File: src/rtl/pipe_fixed_to_float32.sv
// pipe_fixed_to_float32: 3-stage signed Q(WII.WIF) to float32 converter.
// Define FXP2F_ROUND_EN for round-to-nearest-even; default truncates.
module pipe_fixed_to_float32 #(
  parameter int WII = 8,
  parameter int WIF = 8
) (
  input  logic               clk,
  input  logic               rstn,
  input  logic               i_valid,
  output logic               i_ready,
  input  logic [WII+WIF-1:0] i_data,
  output logic               o_valid,
  input  logic               o_ready,
  output logic [31:0]        o_data,
  output logic               o_sat,
  output logic               o_uflow
);

  localparam int N  = WII + WIF;
  localparam int PW = $clog2(N);
  localparam int EW = $clog2(N) + 10;

  localparam logic signed [EW-1:0] EXP_MAX = EW'(255);
  localparam logic signed [EW-1:0] EXP_MIN = '0;

  logic rdy1, rdy2, rdy3;

  logic         v1_q;
  logic         s1_sign_q, s1_sign_d;
  logic         s1_zero_q, s1_zero_d;
  logic [N-1:0] s1_mag_q, s1_mag_d;

  logic                 v2_q;
  logic                 s2_sign_q;
  logic                 s2_zero_q;
  logic [N-1:0]         s2_norm_q, s2_norm_d;
  logic signed [EW-1:0] s2_exp_q, s2_exp_d;
  logic [PW-1:0]        lz_p;

  logic                 v3_q;
  logic [31:0]          s3_data_q, s3_data_d;
  logic                 s3_sat_q, s3_sat_d;
  logic                 s3_uf_q, s3_uf_d;
  logic [N+22:0]        s3_ext;
  logic [22:0]          s3_mant;
  logic signed [EW-1:0] s3_exp;
  logic                 unused_bits;

  // Backpressure ripples combinationally from o_ready to i_ready.
  assign rdy3    = ~v3_q | o_ready;
  assign rdy2    = ~v2_q | rdy3;
  assign rdy1    = ~v1_q | rdy2;
  assign i_ready = rdy1;

  always_comb begin
    s1_sign_d = i_data[N-1];
    s1_mag_d  = s1_sign_d ? (~i_data + N'(1)) : i_data;
    s1_zero_d = ~|s1_mag_d;
  end

  always_ff @(posedge clk or negedge rstn) begin
    if (!rstn) begin
      v1_q      <= 1'b0;
      s1_sign_q <= 1'b0;
      s1_zero_q <= 1'b0;
      s1_mag_q  <= '0;
    end else if (rdy1) begin
      v1_q <= i_valid;
      if (i_valid) begin
        s1_sign_q <= s1_sign_d;
        s1_zero_q <= s1_zero_d;
        s1_mag_q  <= s1_mag_d;
      end
    end
  end

  always_comb begin
    lz_p = '0;
    for (int i = 0; i < N; i++) begin
      if (s1_mag_q[i]) lz_p = PW'(i);
    end
    s2_norm_d = s1_mag_q << (PW'(N - 1) - lz_p);
    s2_exp_d  = EW'(lz_p) - EW'(WIF) + EW'(127);
  end

  always_ff @(posedge clk or negedge rstn) begin
    if (!rstn) begin
      v2_q      <= 1'b0;
      s2_sign_q <= 1'b0;
      s2_zero_q <= 1'b0;
      s2_norm_q <= '0;
      s2_exp_q  <= '0;
    end else if (rdy2) begin
      v2_q <= v1_q;
      if (v1_q) begin
        s2_sign_q <= s1_sign_q;
        s2_zero_q <= s1_zero_q;
        s2_norm_q <= s2_norm_d;
        s2_exp_q  <= s2_exp_d;
      end
    end
  end

`ifdef FXP2F_ROUND_EN
  logic s3_guard, s3_sticky, s3_inc, s3_carry;
  logic [22:0] s3_mant_t;

  always_comb begin
    s3_ext    = {s2_norm_q[N-2:0], 24'd0};
    s3_mant_t = s3_ext[N+22 -: 23];
    s3_guard  = s3_ext[N-1];
    s3_sticky = |s3_ext[N-2:0];
    s3_inc    = s3_guard & (s3_sticky | s3_mant_t[0]);
    // A carry only occurs from all-ones, so the wrapped mantissa is zero.
    {s3_carry, s3_mant} = {1'b0, s3_mant_t} + {23'd0, s3_inc};
    s3_exp = s2_exp_q + EW'(s3_carry);
  end

  assign unused_bits = s2_norm_q[N-1];
`else
  always_comb begin
    s3_ext  = {s2_norm_q[N-2:0], 24'd0};
    s3_mant = s3_ext[N+22 -: 23];
    s3_exp  = s2_exp_q;
  end

  assign unused_bits = ^{s2_norm_q[N-1], s3_ext[N-1:0]};
`endif

  always_comb begin
    s3_sat_d = 1'b0;
    s3_uf_d  = 1'b0;
    if (s2_zero_q) begin
      s3_data_d = '0;
    end else if (s3_exp >= EXP_MAX) begin
      s3_data_d = {s2_sign_q, 8'hFE, 23'h7FFFFF};
      s3_sat_d  = 1'b1;
    end else if (s3_exp <= EXP_MIN) begin
      s3_data_d = {s2_sign_q, 31'd0};
      s3_uf_d   = 1'b1;
    end else begin
      s3_data_d = {s2_sign_q, s3_exp[7:0], s3_mant};
    end
  end

  always_ff @(posedge clk or negedge rstn) begin
    if (!rstn) begin
      v3_q      <= 1'b0;
      s3_data_q <= '0;
      s3_sat_q  <= 1'b0;
      s3_uf_q   <= 1'b0;
    end else if (rdy3) begin
      v3_q <= v2_q;
      if (v2_q) begin
        s3_data_q <= s3_data_d;
        s3_sat_q  <= s3_sat_d;
        s3_uf_q   <= s3_uf_d;
      end
    end
  end

  assign o_valid = v3_q;
  assign o_data  = s3_data_q;
  assign o_sat   = s3_sat_q;
  assign o_uflow = s3_uf_q;

endmodule

File: config.mk
export PLATFORM = sky130hd
export DESIGN_NAME = pipe_fixed_to_float32
export DESIGN_NICKNAME = d
export VERILOG_FILES = /design/src/rtl/pipe_fixed_to_float32.sv
export SDC_FILE = /design/constraint.sdc
export NUM_CORES = 1
export LEC_CHECK = 0
export BUFFER_PORTS_ARGS = -buffer_cell sky130_fd_sc_hd__buf_2
export CAP_MARGIN = 25
export CORE_MARGIN = 2
export CORE_UTILIZATION = 40
export CTS_CLUSTER_SIZE = 12
export DETAILED_ROUTE_END_ITERATION = 12
export GPL_TIMING_DRIVEN = 0
export PLACE_DENSITY = 0.64
export SETUP_SLACK_MARGIN = 0.1
export SYNTH_ARGS = -nofsm -noshare
export SYNTH_HDL_FRONTEND = slang
export SYNTH_SLANG_ARGS = --single-unit
File: constraint.sdc
create_clock -name clk -period 3.52 [get_ports clk]
set_input_delay 0.176 -clock clk [delete_from_list [all_inputs] [get_ports clk]]
set_output_delay 0.176 -clock clk [all_outputs]
set_load 0.05 [all_outputs]
==> impl_metrics.ini, run 1 <==
[sta]
finalHoldViolCount = 0
skew_ns = 0.00936
maxSlewViolCount = 0
post-route-min-period_ns = 2.94
min_period_over_period = 0.837
tns_ns = 0
clock.fmax_mhz = 340
relSlewSlack = 0.363
finalSetupViolCount = 0
rsz0062_at_grt = no
tightestPinTransition_ns = 0.943

[grt]
grt_pass1_wl_mm = 18.4
antenna_found_initial = 0
gr-total-overflow = 0
grtUsageTotal = 0.199
grt_pass1_vias = 3759
grt_max_degree = 71

[drt]
ant_nets = 0
dr.first_iter.drc_count = 311
dr.pass1.iters = 5
drc_errors = 0
drt_wl_total_mm = 10.9
num_vias = 3998
via_per_inst = 5.48
wl_per_cell_um = 15.0

[critical_path]
crit_path_start_kind = flip-flop
crit_fanout = 10
end_kind = flip-flop
worstSetupPathType = reg -> reg
critPathRequiredTime_ns = 3.75
cp.arrival_ns = 3.17

[power_and_ir_drop]
power.leakage_nw = 2.25
intPower_mw = 1.94
vdd_drop_max_mv = 0.386
switching_share = 0.428
comb_power_share = 0.410
power.switching_mw = 1.45
power_density_mw_per_mm2 = 681
power.share.clock = 0.241
total_power_mw = 3.39
power_frac_seq = 0.350

[run_status]
outcome = finished clean

[cts]
cts_buffers = 9
clkTransAtPathRegs_ns = 0.07
post-cts-setup-buffers = 0
clock_sinks = 70
root_buffer = clkbuf_8
cts_buffer_depth = 2
htreeDepth = 3
tritoncts = yes
cts_resized = 0
clk_latency_ns = 0.36
holdBufCountCts = 1

[yosys]
netlist_area_mm2 = 0.00428
synthFlopType = dfrtp_1
synthTopCellsByArea = dfrtp_1 41%, nand2_1 8.7%, o21ai_0 8.5%
ys_types = 63
syn-num-nets = 547
ys_warn_count = 0
synth-edff-count = 0
netlist.area_leader.share = 0.409
synth_top_area_cell = dfrtp_1
synth_area_per_cell_um2 = 8.18
ys_seq_area_frac = 0.409
synthCells = 524
ys_ff_latch = 70
async_flop_share = 1.00

[placed_design]
dp_hpwl_mm = 8.19
numPortBuffers = 52
place_area_mm2 = 0.00472
globalplace.congestion = 0.888

[die]
core_region_area_mm2 = 0.0104
die_y_um = 107
start_util = 0.413
num_rows = 37
io_pins = 56
dieArea_mm2 = 0.0116
fp.dieW_um = 107

[layout]
diodes = 0
layout-drive-gt1-share = 0.164
area_growth_pct = 16.1
fin_nets = 611
post-route-cell-area_mm2 = 0.00497
postLayoutCoreUtil = 0.480

[flow_run]
cap_viol_max_count = 0

[hold_path]
hold_class = in -> reg
[layout make-up]
type / count / area, µm²
fill: 1063 / 5400
multi-input combinational: 396 / 2240
sequential: 70 / 1750
timing repair buffer: 53 / 273
buffer: 41 / 226
tap: 136 / 170
clock buffer: 11 / 141
clock inverter: 5 / 106
inverter: 17 / 63.8
[cells by family after synthesis]
logic type	share of synthesized area
fa+ha+maj	0.00876
simple gates	0.230
buf+inv	0.0678
compound gates	0.224
flops	0.409
mux	0.0313
xor+xnor	0.0286
[critical path: stages (launching register included)]
cell      delay (ns)
dfrtp_1         0.39
clkbuf_1        0.38
a221oi_1        0.21
a41oi_1         0.75
mux2_2          0.41
nand2_1         0.10
nor2_1          0.05
or4_1           0.51
[registers in the layout (all words and copies together) (netlist names)]
register	count
s2_exp_q	7
v2_q	1
v1_q	1
s1_mag_q	16
s2_sign_q	1
s2_norm_q	15
o_data	24
s1_sign_q	1
o_valid	1
s2_zero_q	1
o_uflow	1
s1_zero_q	1
[metal layers]
metal	part of all wire	GRT usage	routed length, µm	vias to the layer above
li1	-	-	-	1973
met1	0.45	0.255	4940	1861
met2	0.48	0.345	5230	146
met3	0.052	0.0333	565	18
met4	0.017	0.0568	182	0
met5	0	0	0	-
[power by group through the flow]
stage / combinational [mW] / clock (mW) / sequential (mW)
2_1_floorplan: 0.688 / 0 / 1.52
3_3_place_gp: 1.37 / 0 / 1.19
3_5_place_dp: 1.38 / 0 / 1.20
4_1_cts: 1.38 / 0.823 / 1.19
5_1_grt: 1.53 / 0.859 / 1.21
6_report: 1.39 / 0.815 / 1.18
[stage by stage]
step                      setup slack, ns  instances  hold WS, ns
after floorplan                      1.02        524       -0.120
after global placement              0.623        712        0.383
after detailed placement            0.626        712        0.350
after CTS                           0.592        729       0.0200
after global routing                0.351        729       0.0483
final                               0.575        729       0.0239
[synthesized netlist by cell type, types with 3 or more instances]
master	n
dfrtp_1	70
o21ai_0	73
nand4_1	4
buf_4	9
inv_1	16
a221oi_1	4
a22oi_1	4
nor2_1	47
ha_1	3
nand3_1	8
a32o_1	3
or3_1	3
a22o_1	3
a21oi_1	16
nand2_1	99
nor2b_1	4
a211oi_1	6
a31oi_1	7
or4_1	5
o211ai_1	7
clkbuf_1	22
nor4_1	3
buf_2	3
a32oi_1	4
nor3_1	10
mux2i_1	10
o31ai_1	3
buf_6	3
xor2_1	9
o41ai_1	3
xnor2_1	5
a21o_1	3
mux2_2	3
nand2b_1	16
[worst paths after layout]
| check | from | slack (ns) | endpoint | cells after the start |
|---|---|---|---|---|
| worst max-delay path | s1_mag_q[11] | 0.58 | s2_norm_q[12] | 7 |
| worst min-delay path | i_valid | 0.02 | v1_q | 2 |
| worst max register to register | s1_mag_q[11] | 0.58 | s2_norm_q[12] | 7 |
| worst min register to register | o_data[19] | 0.47 | o_data[19] | 2 |
| max in group asynchronous | rstn | 2.47 | s1_mag_q[8] | 2 |
| min in group asynchronous | rstn | 0.45 | o_data[24] | 2 |
[cells in the final DEF, fill, tap and decap left out, types with 5 or more instances in the layout]
| cell | instances |
|---|---|
| nand2_1 | 99 |
| o21ai_0 | 73 |
| dfrtp_1 | 70 |
| buf_2 | 54 |
| nor2_1 | 47 |
| clkbuf_1 | 23 |
| inv_1 | 16 |
| a21oi_1 | 16 |
| nand2b_1 | 16 |
| clkbuf_8 | 11 |
| nor3_1 | 10 |
| mux2i_1 | 10 |
| buf_4 | 10 |
| xor2_1 | 9 |
| nand3_1 | 8 |
| a31oi_1 | 7 |
| o211ai_1 | 7 |
| a211oi_1 | 6 |
| xnor2_1 | 5 |
| or4_1 | 5 |
No activity file was read; power rests on OpenSTA's default activity.
==> inputs of run 2 (changes only) <==
--- a/config.mk
+++ b/config.mk
@@ -5,6 +5,7 @@
 export SDC_FILE = /design/constraint.sdc
 export NUM_CORES = 1
 export LEC_CHECK = 0
+export ABC_AREA = 1
 export BUFFER_PORTS_ARGS = -buffer_cell sky130_fd_sc_hd__buf_2
 export CAP_MARGIN = 25
 export CORE_MARGIN = 2
==> constraint.sdc (replaced) <==
create_clock -name clk -period 2.87 [get_ports clk]
set_input_delay 0.1435 -clock clk [delete_from_list [all_inputs] [get_ports clk]]
set_output_delay 0.1435 -clock clk [all_outputs]
set_load 0.05 [all_outputs]
==> run 2 against run 1 <==
Net effect: via count down 13%; maximum frequency up 27%; first-iteration DRC count down 60%; critical path depth up 2; sequential cell count unchanged; area after synthesis down 8.6%; worst hold slack better by 0.059 ns; sequential power up 27%; combinational power up 45%; die area down 8.3%; global-route usage down 0.84 points; critical endpoint is now s2_exp_q[3]; largest cell class unchanged; largest power group unchanged; highest routed layer unchanged.
==> impl_metrics.ini, run 2 <==
[drt]
drc_errors = 0
drt_wl_total_mm = 9.17
via_per_inst = 4.87
wl_per_cell_um = 12.8
ant_nets = 0
dr.first_iter.drc_count = 123
num_vias = 3482
dr.pass1.iters = 5

[sta]
tns_ns = 0
relSlewSlack = 0.429
maxSlewViolCount = 0
min_period_over_period = 0.809
post-route-min-period_ns = 2.32
tightestPinTransition_ns = 0.856
clock.fmax_mhz = 431
rsz0062_at_grt = no
finalSetupViolCount = 0
finalHoldViolCount = 0
skew_ns = 0.00798

[critical_path]
end_kind = flip-flop
worstSetupPathType = reg -> reg
crit_path_start_kind = flip-flop
regToRegEndpoint = s2_exp_q[3]
cp.arrival_ns = 2.54
critPathRequiredTime_ns = 3.09
r2r.worst_path.cells = 9
reg2reg_setup_slack_ns = 0.55
regToRegStartpoint = s1_mag_q[9]
crit_fanout = 10
critPathLaunch = s1_mag_q[9]

[placed_design]
dp_hpwl_mm = 7.14
place_inst = 698
globalplace.congestion = 0.928
numPortBuffers = 54

[grt]
grtUsageTotal = 0.191
antenna_found_initial = 0
grt_max_degree = 71
gr-total-overflow = 0
grt_pass1_vias = 3414
grt_pass1_wl_mm = 15.9

[power_and_ir_drop]
vdd_drop_max_mv = 0.335
total_power_mw = 4.34
power.leakage_nw = 2.34
power_density_mw_per_mm2 = 949

[yosys]
syn-num-nets = 534
ys_ff_latch = 70
ys_seq_area_frac = 0.448
synthTopCellsByCount = 135 x nand2_1, 70 x dfrtp_1, 66 x nand3_1
synth_area_per_cell_um2 = 7.66
synth.most_common_cell = nand2_1
netlist_area_mm2 = 0.00391
synthTopCellsByArea = dfrtp_1 45%, nand2_1 13%, nand3_1 8.4%
synth-edff-count = 0
synthFlopType = dfrtp_1
async_flop_share = 1.00
ys_types = 36
synth_top_area_cell = dfrtp_1
netlist.area_leader.share = 0.448
ys_warn_count = 0
synthCells = 511

[layout]
nFillCells = 1019
area_growth_pct = 16.8
multi_input_area_mm2 = 0.00179
fin_nets = 600
regArea_mm2 = 0.00175
layout-drive-gt1-share = 0.196
largest_reg_flops = 24
diodes = 0
layout_common_cells = 135 x nand2_1, 70 x dfrtp_1, 66 x nand3_1
layoutNonFillerInstCount = 715
final_common_cell = nand2_1

[cts]
clock_sinks = 70
tritoncts = yes
htreeDepth = 3
clkTransAtPathRegs_ns = 0.08
post-cts-setup-buffers = 0
clk_latency_ns = 0.35
cts_buffers = 9
root_buffer = clkbuf_8
cts_buffer_depth = 2

[die]
io_pins = 56
fp.dieW_um = 103
start_util = 0.406
die_y_um = 103
core_region_area_mm2 = 0.00964
num_rows = 36
dieArea_mm2 = 0.0106

[run_status]
outcome = finished clean

[hold_path]
min_to = o_valid
hold_class = in -> reg
holdCritStartpoint = o_ready
whs_path_depth = 4

[flow_run]
cap_viol_max_count = 0
==> run 2: cell count changes after synthesis, moves of 11 or more <==
cell | previous run | this run
nand3_1 | 8 | 66
nor2_1 | 47 | 36
o21ai_0 | 73 | 51
nand2b_1 | 16 | 0
nand2_1 | 99 | 135
inv_1 | 16 | 44
==> run 2: what timing repair did <==
action / in CTS / in global routing
hold buffers: 1 / 0
endpoints found under the hold margin: 70 / 0
resized for setup: 0 / 0
setup endpoints to repair: 0 / 0
==> run 2: how the worst max path moves through the flow <==
stage,to,slack (ns),depth (start not counted)
after floorplan,s1_zero_q,0.76,11
after global placement,s2_exp_q[3],0.58,9
after detailed placement,s2_exp_q[3],0.57,9
after CTS,s2_exp_q[3],0.56,9
after global routing,s2_exp_q[3],0.31,9
final,s2_exp_q[3],0.55,9
==> run 2: final cells by class <==
class | instances | share of cell area
Buffer | 29 | 0.0400
Clock buffer | 12 | 0.0339
Clock inverter | 4 | 0.0118
Inverter | 50 | 0.0411
Multi-Input combinational cell | 362 | 0.392
Sequential cell | 70 | 0.383
Tap cell | 133 | 0.0364
Timing Repair Buffer | 55 | 0.0619
==> run 2: metrics by stage <==
stage | hold WS, ns | cell area, µm² | worst slack, ns | utilization
CTS | 0.0830 | 4570 | 0.556 | 0.474
detailed placement | 0.311 | 4350 | 0.570 | 0.452
global placement | 0.447 | 4350 | 0.579 | 0.451
global route | 0.111 | 4570 | 0.307 | 0.474
finish | 0.0832 | 4570 | 0.548 | 0.474
floorplan | -0.152 | 3910 | 0.764 | -
==> run 2: kinds of logic after synthesis <==
kind of cell	Yosys count	share of synthesized area
simple gates	276	0.320
flops	70	0.448
buf+inv	79	0.0946
xor+xnor	12	0.0269
fa+ha+maj	3	0.00959
compound gates	71	0.101
==> run 2: power breakdown <==
part           leakage (nW)  internal, mW  total (mW)  switching [mW]
logic                  1.37         0.558        2.01            1.45
registers             0.875          1.32        1.50           0.181
clock network        0.0992         0.452       0.831           0.379
==> run 2: critical path, cell delays in order (launching register included) <==
cell and delay [ns]:
dfrtp_1 0.40, nor4_1 0.40, inv_1 0.10, o21ai_2 0.36, inv_1 0.20, buf_2 0.23, nand3_1 0.13, ha_1 0.24
nand2_1 0.06, o21ai_0 0.08
==> run 2: layer usage <==
layer / up-vias / part of all wire / global-route usage
li1: 1789 / - / -
met1: 1592 / 0.47 / 0.244
met2: 87 / 0.47 / 0.323
met3: 14 / 0.045 / 0.0319
met4: 0 / 0.016 / 0.0739
met5: - / 0 / 0
==> inputs of run 3 (changes only) <==
--- a/config.mk
+++ b/config.mk
@@ -5,7 +5,7 @@
 export SDC_FILE = /design/constraint.sdc
 export NUM_CORES = 1
 export LEC_CHECK = 0
-export ABC_AREA = 1
+export ABC_AREA = 0
 export BUFFER_PORTS_ARGS = -buffer_cell sky130_fd_sc_hd__buf_2
 export CAP_MARGIN = 25
 export CORE_MARGIN = 2
==> constraint.sdc (replaced) <==
create_clock -name clk -period 2.2 [get_ports clk]
set_input_delay 0.11 -clock clk [delete_from_list [all_inputs] [get_ports clk]]
set_output_delay 0.11 -clock clk [all_outputs]
set_load 0.05 [all_outputs]
==> run 3 against run 2 <==
Net effect: combinational power is 44% higher; clock skew rose by 0.0086 ns; cell area increased by 26%; global-route usage increased by 1.8 points; critical path type unchanged; critical path depth shrank 1; sequential cell count is the same; critical endpoint is now s2_norm_q[8]; the run now ends with negative setup slack left; wire length rose by 31%; setup slack worse by 0.56 ns; largest cell class unchanged; via count up 21%; non-clock buffer count rose by 48; clock power rose by 42%.
==> impl_metrics.ini, run 3 (synthesis gave the netlist of run 1 again) <==
[power_and_ir_drop]
vdd_drop_max_mv = 0.671
total_power_mw = 5.99
power_density_mw_per_mm2 = 1040
power.leakage_nw = 2.56

[sta]
post-route-min-period_ns = 2.21
tightestPinTransition_ns = 0.861
skew_ns = 0.0166
maxSlewViolCount = 0
relSlewSlack = 0.426
min_period_over_period = 1.01
rsz0062_at_grt = yes
finalSetupViolCount = 1
clock.fmax_mhz = 452
finalHoldViolCount = 0
setup_ws_ns = -0.0113

[placed_design]
place_area_mm2 = 0.00486
globalplace.congestion = 0.876
dp_slack_ns = -0.356
dp_hpwl_mm = 8.28
numPortBuffers = 52

[cts]
clk_latency_ns = 0.35
cts_buffers = 9
tritoncts = yes
htreeDepth = 3
root_buffer = clkbuf_8
clkTransAtPathRegs_ns = 0.08
clock_sinks = 70
cts_buffer_depth = 2

[critical_path]
max_stage_delay_ns = 0.52
worstPathCellList = clkbuf_8 -> nor3_4 -> and2_4 -> a211o_4 -> nand2_8 -> a221oi_4 -> a211oi_1 -> or4_1
r2r.worst_path.cells = 8
critPathRequiredTime_ns = 2.42
cp.arrival_ns = 2.43
crit_path_top_delay_cell = or4_1
crit_fanout = 4
regToRegEndpoint = s2_norm_q[8]
reg2reg_setup_slack_ns = -0.01
critPathTopFamily = simple AND/OR/NAND/NOR gates
regToRegStartpoint = s1_mag_q[7]
worstSetupPathType = reg -> reg
critPathLaunch = s1_mag_q[7]
end_kind = flip-flop
cp_num_buf_inv = 1
crit_path_start_kind = flip-flop

[hold_path]
min_to = s1_mag_q[0]
hold_class = in -> reg
holdCritStartpoint = i_data[0]
whs_path_depth = 3

[run_status]
outcome = finished, violations left
violations = negative setup slack

[drt]
wl_per_cell_um = 15.7
via_per_inst = 5.50
drt_wl_total_mm = 12.0
dr.pass1.iters = 5
ant_nets = 0
dr.first_iter.drc_count = 270
num_vias = 4219
drc_errors = 0

[grt]
grt_pass1_wl_mm = 19.3
antenna_found_initial = 0
grtUsageTotal = 0.209
gr-total-overflow = 0
grt_max_degree = 71
grt_pass1_vias = 3931

[die]
start_util = 0.413
fp.dieW_um = 107
core_region_area_mm2 = 0.0104
io_pins = 56
die_y_um = 107
dieArea_mm2 = 0.0116
num_rows = 37

[layout]
area_growth_pct = 34.2
largest_reg_flops = 24
postLayoutCoreUtil = 0.554
post-route-cell-area_mm2 = 0.00575
fin_nets = 649
layout-drive-gt1-share = 0.319
diodes = 0
nFillCells = 941
final_common_cell = nand2_1
layout_common_cells = 94 x nand2_1, 65 x o21ai_0, 64 x dfrtp_1

[flow_run]
cap_viol_max_count = 0
## run 3: cell count changes in the layout (fill, tap and decap cells not counted), sizes merged, moves of 9 or more
| cell | before | now |
|---|---|---|
| nand3 | 74 | 9 |
| nand2 | 144 | 99 |
| nor2 | 37 | 47 |
| a21oi | 6 | 16 |
| clkbuf | 25 | 34 |
| o21ai | 55 | 74 |
| mux2i | 0 | 10 |
| inv | 51 | 16 |
| buf | 70 | 107 |
| nand2b | 0 | 16 |
## run 3: area by class of cell
cell class | instances | area, µm² | area share
buffer | 41 | 317 | 0.0551
multi-input combinational | 396 | 2620 | 0.456
sequential | 70 | 1760 | 0.306
clock inverter | 5 | 82.6 | 0.0144
clock buffer | 11 | 141 | 0.0246
timing repair buffer | 91 | 584 | 0.102
inverter | 17 | 71.3 | 0.0124
tap | 136 | 170 | 0.0296
## run 3: worst max path at each step
stage,end,depth (start not counted)
detailed placement,s2_norm_q[8],7
global route,s2_norm_q[12],7
finish,s2_norm_q[8],8
floorplan,s2_norm_q[12],8
global placement,s2_norm_q[12],7
CTS,s2_norm_q[12],9
## run 3: metrics by stage
step / TNS [ns] / hold slack (ns) / instances
3_3_place_gp: -2.29 / 0.328 / 712
4_1_cts: 0 / 0.0662 / 756
6_report: -0.0113 / 0.0730 / 767
3_5_place_dp: -2.31 / 0.284 / 712
5_1_grt: -0.192 / 0.0889 / 767
2_1_floorplan: 0 / -0.186 / 524
## run 3: metal layers
| metal | share of wire | vias to the layer above | GRT usage |
|---|---|---|---|
| li1 | - | 2049 | - |
| met1 | 0.43 | 1994 | 0.253 |
| met2 | 0.49 | 143 | 0.364 |
| met3 | 0.049 | 33 | 0.0406 |
| met4 | 0.033 | 0 | 0.0806 |
| met5 | 0 | - | 0 |
## run 3: worst min-delay path: cells and delay by family
family	cells	cell delay (ns)
compound gates	1	0.08
buf+inv	2	0.19
## run 3: power by group
| part | total [mW] | leakage, nW | internal (mW) | switching (mW) |
|---|---|---|---|---|
| clock | 1.18 | 0.113 | 0.672 | 0.511 |
| combinational | 2.89 | 1.57 | 1.06 | 1.84 |
| sequential | 1.92 | 0.871 | 1.66 | 0.258 |
## run 3: timing repair
action | 4_1_cts | 5_1_grt
hold buffers | 2 | 0
resized for setup | 50 | 36
setup endpoints to repair | 18 | 17
setup buffers | 26 | 11
pin swaps | 20 | 13
endpoints found under the hold margin | 71 | 0
